===== src/rtl/riscv_pkg.sv =====
// Shared fetch-path types and constants: datapath widths, default reset PC,
// fetch FSM state encoding and the prefetch queue entry layout.
package riscv_pkg;
    localparam int unsigned XLEN        = 32;
    localparam int unsigned ILEN        = 32;
    localparam int unsigned INSTR_BYTES = 4;
    localparam logic [XLEN-1:0] RESET_PC_DEFAULT = 32'h0000_0000;

    typedef enum logic {
        IFU_RUN   = 1'b0,
        IFU_FLUSH = 1'b1
    } ifu_state_t;

    typedef struct packed {
        logic [ILEN-1:0] instr;
        logic [XLEN-1:0] addr;
    } fetch_entry_t;
endpackage


===== src/rtl/fetch_queue.sv =====
// Synchronous prefetch FIFO of fetch entries; flush has priority over push/pop.
// Push and pop may coincide at any occupancy, including full and empty.
module fetch_queue
    import riscv_pkg::*;
#(
    parameter int unsigned DEPTH = 4
) (
    input  logic                   clk,
    input  logic                   rst_n,
    input  logic                   push,
    input  fetch_entry_t           push_data,
    input  logic                   pop,
    input  logic                   flush,
    output logic                   full,
    output logic                   empty,
    output logic [$clog2(DEPTH):0] count,
    output fetch_entry_t           head_c
);
    localparam int unsigned AW = $clog2(DEPTH);

    fetch_entry_t          slots [DEPTH];
    logic [AW-1:0]         rd_ptr;
    logic [AW-1:0]         wr_ptr;
    logic [AW:0]           count_n;
    logic                  do_push;
    logic                  do_pop;

    assign do_pop  = pop && !empty;
    assign do_push = push && (!full || do_pop);
    assign head_c  = slots[rd_ptr];

    always_comb begin
        count_n = count;
        if (do_push && !do_pop) begin
            count_n = count + (AW+1)'(1);
        end else if (!do_push && do_pop) begin
            count_n = count - (AW+1)'(1);
        end
    end

    always_ff @(posedge clk or negedge rst_n) begin
        if (!rst_n) begin
            rd_ptr <= '0;
            wr_ptr <= '0;
            count  <= '0;
            empty  <= 1'b1;
            full   <= 1'b0;
        end else if (flush) begin
            rd_ptr <= '0;
            wr_ptr <= '0;
            count  <= '0;
            empty  <= 1'b1;
            full   <= 1'b0;
        end else begin
            if (do_push) wr_ptr <= wr_ptr + AW'(1);
            if (do_pop)  rd_ptr <= rd_ptr + AW'(1);
            count <= count_n;
            empty <= (count_n == '0);
            full  <= (count_n == (AW+1)'(DEPTH));
        end
    end

    // Storage needs no reset: it is only ever read behind a non-empty head.
    always_ff @(posedge clk) begin
        if (do_push && !flush) slots[wr_ptr] <= push_data;
    end
endmodule


===== src/rtl/instr_fetch_unit.sv =====
// Fetch stage: credit-limited sequential word requests, in-order response capture
// into a prefetch queue, redirect flush with stale-response dropping.
// Optional macro IFU_PERF_CNT_EN adds stall_cycles / redirect_count ports.
module instr_fetch_unit
    import riscv_pkg::*;
#(
    parameter int unsigned     DEPTH    = 4,
    parameter logic [XLEN-1:0] RESET_PC = RESET_PC_DEFAULT
) (
    input  logic            clk,
    input  logic            reset,
    input  logic            redirect_valid,
    input  logic [XLEN-1:0] redirect_pc,
`ifdef IFU_PERF_CNT_EN
    output logic [31:0]     stall_cycles,
    output logic [31:0]     redirect_count,
`endif
    output logic            mem_req_valid,
    input  logic            mem_req_ready,
    output logic [XLEN-1:0] mem_req_addr,
    input  logic            mem_resp_valid,
    input  logic [ILEN-1:0] mem_resp_data,
    output logic            instr_valid,
    input  logic            instr_ready,
    output logic [ILEN-1:0] instr,
    output logic [XLEN-1:0] instr_addr
);
    localparam int unsigned CW = $clog2(DEPTH) + 1;

    ifu_state_t      state;
    ifu_state_t      state_n;
    logic [XLEN-1:0] fetch_pc;
    logic [XLEN-1:0] pc_in;
    logic [XLEN-1:0] redirect_base;
    logic [CW-1:0]   outstanding;
    logic [CW-1:0]   outstanding_n;
    logic [CW-1:0]   drop;
    logic [CW-1:0]   drop_n;
    logic [CW+1:0]   credit_used;
    logic            stage_valid;
    fetch_entry_t    stage_entry;
    logic            req_fire;
    logic            resp_take;
    logic [CW-1:0]   q_count;
    logic            q_full;
    logic            q_empty;
    fetch_entry_t    q_head;
    logic            unused_pc_lsbs;

    assign redirect_base  = {redirect_pc[XLEN-1:2], 2'b00};
    assign unused_pc_lsbs = ^redirect_pc[1:0];

    // Captured-but-unpushed responses hold a credit just like queued entries.
    assign credit_used   = (CW+2)'(q_count) + (CW+2)'(stage_valid) + (CW+2)'(outstanding);
    assign mem_req_valid = reset && !redirect_valid && (credit_used < (CW+2)'(DEPTH));
    assign mem_req_addr  = fetch_pc;
    assign req_fire      = mem_req_valid && mem_req_ready;
    assign resp_take     = mem_resp_valid && !redirect_valid && (drop == '0);

    assign instr_valid = !q_empty;
    assign instr       = instr_valid ? q_head.instr : '0;
    assign instr_addr  = instr_valid ? q_head.addr  : '0;

    fetch_queue #(.DEPTH(DEPTH)) u_queue (
        .clk       (clk),
        .rst_n     (reset),
        .push      (stage_valid),
        .push_data (stage_entry),
        .pop       (instr_valid && instr_ready),
        .flush     (redirect_valid),
        .full      (q_full),
        .empty     (q_empty),
        .count     (q_count),
        .head_c    (q_head)
    );

    always_ff @(posedge clk or negedge reset) begin
        if (!reset) begin
            state       <= IFU_RUN;
            outstanding <= '0;
            drop        <= '0;
        end else begin
            state       <= state_n;
            outstanding <= outstanding_n;
            drop        <= drop_n;
        end
    end

    // On redirect every request still in flight becomes stale.
    always_comb begin
        state_n       = state;
        outstanding_n = outstanding;
        drop_n        = drop;
        if (req_fire && !mem_resp_valid) begin
            outstanding_n = outstanding + CW'(1);
        end else if (!req_fire && mem_resp_valid) begin
            outstanding_n = outstanding - CW'(1);
        end
        if (redirect_valid) begin
            drop_n  = outstanding_n;
            state_n = (outstanding_n != '0) ? IFU_FLUSH : IFU_RUN;
        end else begin
            if (mem_resp_valid && (drop != '0)) drop_n = drop - CW'(1);
            if ((state == IFU_FLUSH) && (drop_n == '0)) state_n = IFU_RUN;
        end
    end

    always_ff @(posedge clk or negedge reset) begin
        if (!reset) begin
            fetch_pc    <= RESET_PC;
            pc_in       <= RESET_PC;
            stage_valid <= 1'b0;
            stage_entry <= '0;
        end else if (redirect_valid) begin
            fetch_pc    <= redirect_base;
            pc_in       <= redirect_base;
            stage_valid <= 1'b0;
        end else begin
            if (req_fire) fetch_pc <= fetch_pc + XLEN'(INSTR_BYTES);
            stage_valid <= resp_take;
            if (resp_take) begin
                stage_entry <= '{instr: mem_resp_data, addr: pc_in};
                pc_in       <= pc_in + XLEN'(INSTR_BYTES);
            end
        end
    end

`ifdef IFU_PERF_CNT_EN
    always_ff @(posedge clk or negedge reset) begin
        if (!reset) begin
            stall_cycles   <= '0;
            redirect_count <= '0;
        end else begin
            if (!instr_valid && instr_ready && (stall_cycles != '1)) begin
                stall_cycles <= stall_cycles + 32'(1);
            end
            if (redirect_valid && (redirect_count != '1)) begin
                redirect_count <= redirect_count + 32'(1);
            end
        end
    end
`endif

    a_resp_has_credit: assert property (@(posedge clk) disable iff (!reset)
        mem_resp_valid |-> (outstanding != '0));
    a_no_overfill: assert property (@(posedge clk) disable iff (!reset)
        !(q_full && stage_valid));
endmodule


===== config.mk =====
export PLATFORM = sky130hd
export DESIGN_NAME = instr_fetch_unit
export DESIGN_NICKNAME = d
export VERILOG_FILES = /design/src/rtl/riscv_pkg.sv /design/src/rtl/fetch_queue.sv /design/src/rtl/instr_fetch_unit.sv
export SDC_FILE = /design/constraint.sdc
export NUM_CORES = 1
export LEC_CHECK = 0
export BUFFER_PORTS_ARGS = -buffer_cell sky130_fd_sc_hd__buf_2
export CORE_AREA = 2 2 183 185
export CTS_BUF_LIST = sky130_fd_sc_hd__clkbuf_8
export DETAILED_ROUTE_END_ITERATION = 16
export DIE_AREA = 0 0 185 187
export PLACE_DENSITY_LB_ADDON = 0.05
export SLEW_MARGIN = 20
export SYNTH_ARGS = -nofsm -noshare
export SYNTH_HDL_FRONTEND = slang
export SYNTH_SLANG_ARGS = --single-unit
export TNS_END_PERCENT = 100

===== constraint.sdc =====
create_clock -name clk -period 6.5 [get_ports clk]
set_input_delay 0.65 -clock clk [delete_from_list [all_inputs] [get_ports clk]]
set_output_delay 0.65 -clock clk [all_outputs]
set_load 0.03 [all_outputs]

---- After elaboration in Yosys (flattened, before gate mapping) ----
Memories as Yosys holds them, arrays and structs flattened.
Cells that the tools add are included.
cells by class
  add/subtract/negate cells ............... 11
  muxes and demuxes ....................... 22
  reduce and logical (&&, ||, !) cells .... 31
  magnitude comparators ................... 1
  multiply operators ...................... 0
  shift operators ......................... 0
  bitwise logic cells ..................... 1
  eq/ne operators ......................... 1
  div/mod/pow operators ................... 0
operators by type and width
  kind                                                 number
  2-to-1 mux 32 bit                                    6
  adder 32 x 3 -> 32 bit (second input constant)       2
  2-to-1 mux 3 bit                                     7
  logical AND 1 bit                                    14
  nonzero test 2 bit                                   5
  subtractor 3 x 1 -> 3 bit (second input constant)    3
  2-to-1 mux 2 bit                                     4
  logical NOT 1 bit                                    7
  adder 3 x 1 -> 3 bit (second input constant)         2
  logical NOT 3 bit                                    2
  adder 4 x 3 -> 5 bit                                 1
  < comparator 5 x 3 -> 1 bit (second input constant)  1
  2-to-1 mux 1 bit                                     5
  adder 2 x 1 -> 2 bit (second input constant)         2
  adder 3 x 1 -> 4 bit                                 1
  == test 3 bit (second input constant)                1
  nonzero test 3 bit                                   1
  AND reduction 2 bit                                  1
  logical OR 1 bit                                     1
  NOT 1 bit                                            1
word-level totals
  flip-flop bits (word level) ............. 144
  bits in latches ......................... 0
  logic and storage cells ................. 80
  input bits .............................. 70
  memories ................................ 1
  bits in writable memories ............... 256
  memory bits (read-only) ................. 0
memory list
  memory         words  width  read ports  clocked after memory_dff  wr ports  line               text
  u_queue.slots  4      64     1           0                         1         fetch_queue.sv:21  fetch_entry_t slots [DEPTH];

---- Logic depth before layout (Yosys ltp) ----
Gate-level depths: netlist of the first run.
  word-level depth ........................ 11
  depth in mapped cells ................... 8

---- By module ----
A second synthesis of the first run with hierarchy kept.
second synthesis, totals
  cells, all modules ...................... 1001
  area total of the unflattened synthesis .. 16424.5 um2
modules (own cells, without submodules)
  module            area an instance (um2)  instances  cells each  seq. area each (um2)
  fetch_queue       9808.2                  1          390         7913.8
  instr_fetch_unit  6616.3                  1          611         3228.1

---- Worst setup path after synthesis of the first run ----
OpenSTA, ideal clock, no wires.
  path kind ............................... input -> register
  start point ............................. input redirect_valid
  end point ............................... memory u_queue.slots[0][10] in the netlist's numbering, enable pin
  stages on the path ...................... 4
  data arrival time ....................... 2.692 ns
  data required time ...................... 6.073 ns
  setup slack ............................. 3.381 ns
  library setup time ...................... 0.427 ns
  buffers on the path ..................... 2
  cells stage by stage .................... clkbuf_1 -> buf_1 -> nor2_1 -> and2_1
between the ends
  longest elaborated chain between the ends .. 4
RTL lines
  what                                    line                    text
  start: declaration                      instr_fetch_unit.sv:12  input logic redirect_valid,
  logical NOT 1 bit                       fetch_queue.sv:65       if (do_push && !flush) slots[wr_ptr] <= push_data;
  logical AND 1 bit                       fetch_queue.sv:65
  2-to-1 mux 1 bit                        fetch_queue.sv:65
  2-to-1 mux 1 bit (implied by the code)  fetch_queue.sv:65
  end: declaration                        fetch_queue.sv:21
Every way passes these cells.

---- Worst setup path in the final report of the first run ----
  start point ............................. register u_queue.rd_ptr[0]
  end point ............................... output instr_addr[30]
between the ends
  longest elaborated chain between the ends .. 2
RTL lines
  what                      line                    text
  start: declaration        fetch_queue.sv:22       logic [AW-1:0] rd_ptr;
  start signal: assignment  fetch_queue.sv:56       if (do_pop) rd_ptr <= rd_ptr + AW'(1);
  memory read (4 x 64 bit)  --
  2-to-1 mux 32 bit         instr_fetch_unit.sv:62  assign instr_addr = instr_valid ? q_head.addr : '0;
  end: declaration          instr_fetch_unit.sv:26  output logic [XLEN-1:0] instr_addr
Every way passes these cells.

==> flow_summary.toml, run 1 <==
[cells_and_area]
nets = 1284
diodes = 0
nFillCells = 2759
final_cells = 1696
area_growth_syn_to_layout_pct = 15.2
fin_area_sq_um = 18500
drive_above_1_share = 0.316

[routing]
wl_per_cell_um = 19.7
viasPerCell = 5.43
vias = 9214
first_pass_iters = 5
routed_wl_mm = 33.4
drc_errors = 0
ant_nets = 0
dr.first_iter.drc_count = 482

[worst_setup_path]
worstReg2RegStart = "drop[0]"
cp_slowest_stage_delay_ns = 0.98
cp-start-kind = "register"
crit_chain = "buf_4 > mux4_2 > and2_1 > buf_2"
crit_fanout = 42
endpoint_kind = "primary output"
path_class = "reg2out"
critPathSlowestCell = "dfrtp_4"
cp.required_ns = 5.85
cp_num_buf_inv = 2
worst_r2r_endpoint = "stage_entry[56]"
ff2ff_path_depth = 6
arrival_ns = 3.07
r2r_slack_ns = 3.30
critical-path-top-delay-family = "flip-flops"

[floorplanning]
die_h_um = 187
dieArea_sq_um = 34600
start_util = 0.488
pin_count = 168
core_area_sq_um = 32900
fp.dieW_um = 185
rows = 67

[timing]
slew_violations = 0
worst_slew_pin_slew_ns = 1.10
rsz0062_at_grt = "false"
relSlewSlack = 0.262
max_freq_mhz = 269
finalClockSkew_ns = 0.0249
period_needed_ns = 3.72
setup_tns_ns = 0
hold_viol_final = 0
setup_violations = 0
min_period_over_period = 0.572

[yosys]
ys_ff_latch = 386
ys_seq_area_frac = 0.679
avgSynthCellArea_sq_um = 15.9
synth_area_sq_um = 16000
synth_edf_count = 248
async_reset_ff_frac = 0.358
yosysWarningCount = 0
synthFlopType = "edfxtp_1"
netlist_instances = 1008
post_synth_num_cell_types = 57

[clock_network]
h-tree-depth = 2
numCtsBuffers = 61
clk-insertion-delay-late_ns = 0.60
cts_resized = 0
hold_buffers = 1
postCtsSetupRepairBufs = 0
clkTransAtPathRegs_ns = 0.06
clock-sinks = 386
clock_path_buffers = 3
root_buffer = "clkbuf_8"
cts_tree = "built"

[run_status]
status = "complete, no violations"

[grt]
grt_pass1_wl_mm = 51.9
grt_use_total = 0.196
grt_pass1_vias = 9289
antenna_found_initial = 0
overflow = 0
grt_max_degree = 64

[placement]
hpwl_mm = 19.8
placed_cells = 1583
gp_congestion = 0.817
placement.io_buffers = 161
placed_cell_area_sq_um = 17300

[hold_path]
holdPathStages = 3
min_delay_worst_endpoint = "pc_in[7]"
hold_path_class = "in2reg"
min_from = "redirect_pc[7]"

[flow_run]
max_cap_violations = 0

[power]
ir_drop_mv = 0.179
p_per_area_nw_per_um2 = 364
p_leak_nw = 7.02
## state kept, by name (all words and copies together), names as in the netlist
name and count:
u_queue.rd_ptr 2, u_queue.full 1, outstanding 3, u_queue.empty 1
stage_valid 1, mem_req_addr 30, u_queue.wr_ptr 2, drop 3
pc_in 30, u_queue.count 3, stage_entry 62, u_queue.slots 248
## worst register-to-register path: cells and delay by family (launching register included)
kind | cells | cell delay [ns]
adder cells (fa/ha/maj) | 1 | 0.22
buffers and inverters | 2 | 0.67
flip-flops | 1 | 0.35
multiplexers | 1 | 0.41
AND/OR/NAND/NOR | 2 | 1.44
## power by group
part | internal (mW) | switching (mW) | total (mW)
Combinational | 0.553 | 0.743 | 1.30
Sequential | 3.13 | 0.361 | 3.49
Clock | 1.04 | 0.907 | 1.94
## cell usage in the layout (no fill, tap or decap), types with 4 or more instances in the layout
cell type,Yosys,final
a21boi_0,4,4
a21oi_1,11,11
and2_1,72,67
and2_2,0,5
and3_1,6,6
and4_1,4,4
buf_2,13,160
buf_4,6,12
clkbuf_8,0,65
clkinv_1,0,8
clkinv_2,0,4
conb_1,1,4
dfrtp_1,137,135
edfxtp_1,248,248
ha_1,15,15
inv_1,19,50
mux2_2,66,66
mux4_2,62,62
nand2_1,58,58
nand2b_1,4,4
nand3_1,27,27
nand4_1,18,18
nor2_1,28,28
nor3_1,12,12
nor4_1,8,8
o211ai_1,12,12
o21ai_0,42,42
o311ai_0,12,12
or3_1,6,6
xnor2_1,28,28
xor2_1,15,15
## final cells by class
| cell class | count | area (sq um) | area share |
|---|---|---|---|
| clock inverter | 47 | 264 | 0.0143 |
| timing repair buffer | 174 | 912 | 0.0494 |
| multi-input combinational | 556 | 4860 | 0.263 |
| tap | 448 | 561 | 0.0303 |
| inverter | 20 | 75.1 | 0.00406 |
| clock buffer | 65 | 895 | 0.0484 |
| sequential | 386 | 10900 | 0.590 |
## metrics by stage
step / setup slack, ns / util / total power, mW / hold WS (ns)
floorplan: 3.38 / - / 4.40 / 0.354
global placement: 3.06 / 0.527 / 4.82 / 0.491
detailed placement: 3.06 / 0.527 / 4.86 / 0.499
CTS: 2.58 / 0.562 / 6.83 / 0.228
global route: 2.46 / 0.562 / 7.09 / 0.259
finish: 2.78 / 0.562 / 6.73 / 0.285
## how the worst max path moves through the flow
| stage | from | end | slack, ns | cells after the start |
|---|---|---|---|---|
| after floorplan | redirect_valid | u_queue.slots[0][10] | 3.38 | 4 |
| after global placement | mem_resp_valid | stage_entry[60] | 3.06 | 5 |
| after detailed placement | mem_resp_valid | stage_entry[58] | 3.06 | 5 |
| after CTS | u_queue.rd_ptr[0] | instr_addr[30] | 2.58 | 4 |
| after global routing | u_queue.rd_ptr[0] | instr[31] | 2.46 | 4 |
| final | u_queue.rd_ptr[0] | instr_addr[30] | 2.78 | 4 |
## Yosys cell counts, types with 3 or more instances
library cell  count  share of area
o211ai_1         12         0.0056
and2_1           72          0.028
buf_2            13         0.0041
and3_1            6         0.0023
mux4_2           62          0.087
mux2i_1           3         0.0019
and4_1            4         0.0022
nor2_1           28         0.0066
nor3b_1           3         0.0014
clkbuf_1         26         0.0061
nand3_1          27         0.0084
inv_1            19         0.0044
a21oi_1          11         0.0034
o311ai_0         12         0.0066
nor4_1            8         0.0031
dfrtp_1         137           0.21
a31oi_1           3         0.0012
xor2_1           15         0.0082
nand2b_1          4         0.0016
a21boi_0          4         0.0019
a211oi_1          3         0.0014
nor3_1           12         0.0037
ha_1             15          0.012
xnor2_1          28          0.015
nand4_1          18         0.0070
mux2_2           66          0.046
edfxtp_1        248           0.46
o21ai_0          42          0.013
buf_1             4        0.00094
buf_4             6         0.0028
or3_1             6         0.0023
nand2_1          58          0.014
## metal layers
metal,wire length (um),up-vias,part of all wire,global-route usage
met2,15800,264,0.47,0.311
li1,-,4230,-,-
met1,15200,4674,0.45,0.278
met3,1870,46,0.056,0.0389
met4,558,0,0.017,0.0525
met5,0,-,0,0
## kinds of logic after synthesis
logic type	share of synthesized area
multiplexers	0.135
AND/OR/NAND/NOR	0.0896
flip-flops	0.679
AO/OA/AOI/OAI	0.0418
buffers and inverters	0.0186
XOR/XNOR	0.0235
other	0.000234
adder cells (fa/ha/maj)	0.0117
Note: power is estimated with default switching activity, not from simulation.
==> inputs of run 2 (changes only) <==
--- a/config.mk
+++ b/config.mk
@@ -5,11 +5,12 @@
 export SDC_FILE = /design/constraint.sdc
 export NUM_CORES = 1
 export LEC_CHECK = 0
+export ABC_AREA = 1
 export BUFFER_PORTS_ARGS = -buffer_cell sky130_fd_sc_hd__buf_2
-export CORE_AREA = 2 2 183 185
+export CORE_AREA = 2 2 188 190
 export CTS_BUF_LIST = sky130_fd_sc_hd__clkbuf_8
 export DETAILED_ROUTE_END_ITERATION = 16
-export DIE_AREA = 0 0 185 187
+export DIE_AREA = 0 0 190 192
 export PLACE_DENSITY_LB_ADDON = 0.05
 export SLEW_MARGIN = 20
 export SYNTH_ARGS = -nofsm -noshare
==> constraint.sdc (replaced) <==
create_clock -name clk -period 3 [get_ports clk]
set_input_delay 0.3 -clock clk [delete_from_list [all_inputs] [get_ports clk]]
set_output_delay 0.3 -clock clk [all_outputs]
set_load 0.03 [all_outputs]
==> run 2 against run 1 <==
Effect of this change: synthesized cell count up 71%; die area increased by 5.4%; first-iteration DRC count grew 80%; largest power group unchanged; highest routed layer unchanged.
==> flow_summary.toml, run 2 <==
[clock_network]
root_buffer = "clkbuf_8"
clock_path_buffers = 3
clkTransAtPathRegs_ns = 0.07
cts_tree = "built"
h-tree-depth = 2
numCtsBuffers = 61
clock-sinks = 386
postCtsSetupRepairBufs = 0
clk-insertion-delay-late_ns = 0.62

[worst_setup_path]
endpoint_kind = "primary output"
r2r_slack_ns = 0.77
ff2ff_path_depth = 12
arrival_ns = 2.51
critPathSlowestCell = "dfrtp_4"
cp.required_ns = 2.70
startpoint = "u_queue.rd_ptr[0]"
worstReg2RegStart = "outstanding[2]"
cp_slowest_stage_delay_ns = 0.61
crit_fanout = 30
worst_r2r_endpoint = "drop[0]"
crit_cells = 6
cp_num_buf_inv = 2
critical-path-top-delay-family = "buffers and inverters"
path_class = "reg2out"
crit_chain = "buf_4 > nor2_1 > nor2_1 > o21ai_0 > a21oi_1 > buf_2"
cp-start-kind = "register"
crit_top_cell = "nor2_1"

[cells_and_area]
largest_register_ffs = 248
top_regs = "u_queue.slots x248, stage_entry x62"
drive_above_1_share = 0.154
nets = 2044
layout_common_cells = "370 x nand2_1, 326 x nor2_1, 248 x edfxtp_1"
area_growth_syn_to_layout_pct = 18.8
layout_commonest_cell = "nand2_1"
fin_util = 0.590
top_register = "u_queue.slots"
diodes = 0

[routing]
routed_wl_mm = 42.6
dr.first_iter.drc_count = 870
wl_met3_mm = 2.21
viasPerCell = 5.22
routed.top_layer = "met4"
first_pass_iters = 5
vias = 12900
wl_per_cell_um = 17.3
drt-met1-wl_mm = 18.6
ant_nets = 0
drc_errors = 0
met2_length_mm = 20.6

[hold_path]
min_from = "mem_req_ready"
holdPathStages = 4
hold_path_class = "in2reg"
min_delay_worst_endpoint = "outstanding[2]"

[grt]
grt_pass1_vias = 12500
grt_max_degree = 87
overflow = 0
grt_use_total = 0.236
antenna_found_initial = 0
grt_pass1_wl_mm = 66.5

[yosys]
synth_area_sq_um = 17000
synthTopCellsByArea = "edfxtp_1 44%, dfrtp_1 20%, nand2_1 8.2%"
synthFlopType = "edfxtp_1"
post_synth_num_cell_types = 45
synth_top_area_share = 0.437
yosysMostFrequentCell = "nand2_1"
async_reset_ff_frac = 0.358
synth_edf_count = 248
avgSynthCellArea_sq_um = 9.87
synthTopCellsByCount = "370 x nand2_1, 330 x nor2_1, 248 x edfxtp_1"
ys_ff_latch = 386
yosys.area.top_type = "edfxtp_1"
yosysWarningCount = 0
netlist_instances = 1725
ys_seq_area_frac = 0.640

[floorplanning]
start_util = 0.497
core_area_sq_um = 34300
die_h_um = 192
rows = 68
fp.dieW_um = 190
dieArea_sq_um = 36500
pin_count = 168

[timing]
finalClockSkew_ns = 0.0255
setup_violations = 0
worst_slew_pin_slew_ns = 1.03
min_period_over_period = 0.935
setup_tns_ns = 0
max_freq_mhz = 356
relSlewSlack = 0.316
rsz0062_at_grt = "false"
whs_ns = 0.0892
slew_violations = 0
hold_viol_final = 0
period_needed_ns = 2.81

[power]
ir_drop_mv = 0.329
p_per_area_nw_per_um2 = 738
p_leak_nw = 8.55

[placement]
hpwl_mm = 25.3
placement.io_buffers = 161
gp_congestion = 0.963

[flow_run]
max_cap_violations = 0

[run_status]
status = "complete, no violations"
## run 2: changes by cell type after synthesis, moves of 62 or more
cell and change:
nand2_1 +312, nor2_1 +302, o21ai_0 +121, inv_1 +77, and2_1 -72, a21oi_1 +67
mux2_2 -66, mux4_2 -62
## run 2: repair_timing
item	in CTS	in global routing
resized for setup	0	2
hold endpoints to repair	103	0
endpoints found under the setup margin	0	9
hold buffers	64	0
## run 2: final cells by class
class	instances	area (sq um)
Fill cell	2926	14100
Sequential cell	386	10900
Multi-Input combinational cell	1158	5400
Timing Repair Buffer	249	1720
Clock buffer	66	908
Tap cell	455	569
Inverter	103	394
Clock inverter	50	315
## run 2: metrics by stage
step | total power [mW] | cells | area, sq um | setup slack [ns]
after floorplan | 9.48 | 1728 | 17000 | -0.0540
after global placement | 10.4 | 2287 | 18400 | 0.759
after detailed placement | 10.5 | 2287 | 18400 | 0.747
after CTS | 15.0 | 2467 | 20200 | 0.0590
after global routing | 15.7 | 2467 | 20200 | 0.0168
final | 14.9 | 2467 | 20200 | 0.194
## run 2: worst max-delay path by stage
| stage | end | slack [ns] |
|---|---|---|
| 2_1_floorplan | u_queue.slots[0][10] | -0.05 |
| 3_3_place_gp | drop[0] | 0.76 |
| 3_5_place_dp | pc_in[25] | 0.75 |
| 4_1_cts | instr[19] | 0.06 |
| 5_1_grt | instr_addr[15] | 0.02 |
| 6_report | instr_addr[14] | 0.19 |
## run 2: logic make-up (layout without fill, tap and decap cells)
logic type,Yosys count,count (layout),share of synthesized area
AO/OA/AOI/OAI,277,277,0.0875
AND/OR/NAND/NOR,836,836,0.202
adder cells (fa/ha/maj),15,15,0.0110
flip-flops,386,386,0.640
XOR/XNOR,26,26,0.0134
buffers and inverters,184,468,0.0456
other,1,4,0.000220
## run 2: power by group
group	internal, mW	switching [mW]	leakage [nW]
logic	0.928	2.08	3.88
registers	6.76	0.724	3.97
clock network	2.38	2.05	0.700
total	10.1	4.86	8.55
## run 2: layer usage
| layer | global-route usage | vias to the layer above |
|---|---|---|
| li1 | - | 6267 |
| met1 | 0.312 | 6167 |
| met2 | 0.397 | 372 |
| met3 | 0.0347 | 83 |
| met5 | 0 | - |
| met4 | 0.0871 | 0 |
## run 2: worst reg2reg max path: stages, from the launching register on
cell and delay, ns:
dfrtp_1 0.40, ha_1 0.29, nor2_1 0.12, inv_1 0.07, nor2_2 0.11, nand3_2 0.06, buf_4 0.19, inv_2 0.36
nand2_1 0.18, nand3_1 0.10, nand2_1 0.07, o21ai_1 0.11, inv_1 0.05
==> inputs of run 3 (changes only) <==
==> constraint.sdc (replaced) <==
create_clock -name clk -period 2.4 [get_ports clk]
set_input_delay 0.24 -clock clk [delete_from_list [all_inputs] [get_ports clk]]
set_output_delay 0.24 -clock clk [all_outputs]
set_load 0.005 [all_outputs]
==> run 3 against run 2 <==
Effect of this change: global-route usage hardly changed; clock-buffer cell count rose by 14; highest routed layer unchanged; routed wire length is 0.43% higher; worst setup slack worse by 0.17 ns.
==> flow_summary.toml, run 3 (synthesis results as in run 2) <==
[floorplanning]
start_util = 0.497
die_h_um = 192
dieArea_sq_um = 36500
core_area_sq_um = 34300
rows = 68
pin_count = 168
fp.dieW_um = 190

[grt]
antenna_found_initial = 0
grt_use_total = 0.236
grt_max_degree = 139
grt_pass1_vias = 12500
grt_pass1_wl_mm = 66.3
overflow = 0

[worst_setup_path]
ff2ff_path_depth = 11
arrival_ns = 2.14
worstReg2RegStart = "outstanding[2]"
path_class = "reg2out"
crit_chain = "inv_8 > buf_16 > o21ai_0 > a21oi_1 > buf_2"
worst_r2r_endpoint = "drop[0]"
critPathSlowestCell = "dfrtp_4"
cp_slowest_stage_delay_ns = 0.59
endpoint_kind = "primary output"
cp-start-kind = "register"
r2r_slack_ns = 0.36
cp.required_ns = 2.16
crit_fanout = 37

[cells_and_area]
layout_common_cells = "370 x nand2_1, 326 x nor2_1, 248 x edfxtp_1"
top_regs = "u_queue.slots x248, stage_entry x62"
nets = 2056
largest_register_ffs = 248
area_growth_syn_to_layout_pct = 20.8
nFillCells = 2919
fin_util = 0.600
drive_above_1_share = 0.160
top_register = "u_queue.slots"
multi_input_area_sq_um = 5410
diodes = 0
layout_commonest_cell = "nand2_1"
seq_area_sq_um = 10900

[hold_path]
hold_path_class = "in2reg"
min_from = "redirect_valid"
holdPathStages = 3
min_delay_worst_endpoint = "u_queue.empty"

[routing]
viasPerCell = 5.17
drc_errors = 0
vias = 12800
wl_per_cell_um = 17.3
ant_nets = 0
first_pass_iters = 5
routed_wl_mm = 42.8
dr.first_iter.drc_count = 809

[power]
power_frac_comb = 0.176
p_leak_nw = 8.71
p_per_area_nw_per_um2 = 901
power_frac_clock = 0.319
ir_drop_mv = 0.459
switching_share = 0.296
p_sw_mw = 5.49
seq_power_share = 0.505
p_int_mw = 13.0

[placement]
placement.io_buffers = 161
hpwl_mm = 25.3
gp_congestion = 0.929

[clock_network]
clkTransAtPathRegs_ns = 0.06
clock-sinks = 386
numCtsBuffers = 67
clock_path_buffers = 3
cts_tree = "built"
h-tree-depth = 3
clk-insertion-delay-late_ns = 0.57
root_buffer = "clkbuf_8"

[timing]
worst_slew_pin_slew_ns = 0.850
setup_tns_ns = 0
rsz0062_at_grt = "true"
finalClockSkew_ns = 0.0203
setup_violations = 0
hold_viol_final = 0
period_needed_ns = 2.38
max_freq_mhz = 420
relSlewSlack = 0.433
min_period_over_period = 0.992
slew_violations = 0

[run_status]
status = "complete, no violations"

[flow_run]
max_cap_violations = 0
## run 3: through the flow
step	cell area, sq um	std cells	hold WS (ns)	setup slack [ns]	power, mW
after floorplan	17000	1728	-0.0556	-0.564	11.2
after global placement	18500	2289	0.435	0.353	12.5
after detailed placement	18500	2289	0.439	0.357	12.6
after CTS	20500	2473	0.000288	0.0134	18.6
after global routing	20600	2476	0.0250	-0.0183	19.5
final	20600	2476	0.0349	0.0192	18.5
## run 3: area by class of cell
class | instances | share of cell area
flip-flops and latches | 386 | 0.530
well taps | 455 | 0.0277
inverters | 103 | 0.0195
multi-input cells | 1158 | 0.263
clock inverters | 39 | 0.0114
clock buffers | 80 | 0.0535
repair buffers | 255 | 0.0946
## run 3: power by group through the flow
stage / registers, mW / logic [mW] / clock network [mW]
after floorplan: 9.18 / 2.03 / 0
after global placement: 9.42 / 3.03 / 0
after detailed placement: 9.47 / 3.10 / 0
after CTS: 9.34 / 3.23 / 6.04
after global routing: 9.50 / 3.70 / 6.34
final: 9.36 / 3.26 / 5.91
## run 3: how the worst max path moves through the flow
stage	startpoint	to	slack, ns	cells past startpoint
after global placement	u_queue.count[2]	drop[0]	0.35	11
final	u_queue.rd_ptr[0]	instr_addr[12]	0.02	5
after detailed placement	u_queue.count[2]	drop[0]	0.36	11
after floorplan	u_queue.empty	u_queue.slots[0][10]	-0.56	6
after CTS	u_queue.rd_ptr[0]	instr[30]	0.01	5
after global routing	u_queue.rd_ptr[0]	instr_addr[8]	-0.02	6
## run 3: worst max-delay path, delay by kind of cell, from the launching register on
family	cells	cell delay, ns
buf+inv	3	0.55
compound gates	2	0.42
flops	1	0.59
## run 3: timing repair
action                                  4_1_cts  5_1_grt
endpoints found under the setup margin       53       13
hold endpoints to repair                    221        0
gates resized for setup                       4        5
gates cloned                                  0        2
pin swaps                                     0        2
hold buffers                                 63        0
buffers inserted                              2        1
## run 3: routing by layer
metal,global-route usage,vias to the layer above,part of all wire
li1,-,6279,-
met1,0.307,6060,0.44
met2,0.398,371,0.47
met3,0.0387,81,0.055
met4,0.0903,0,0.030
met5,0,-,0
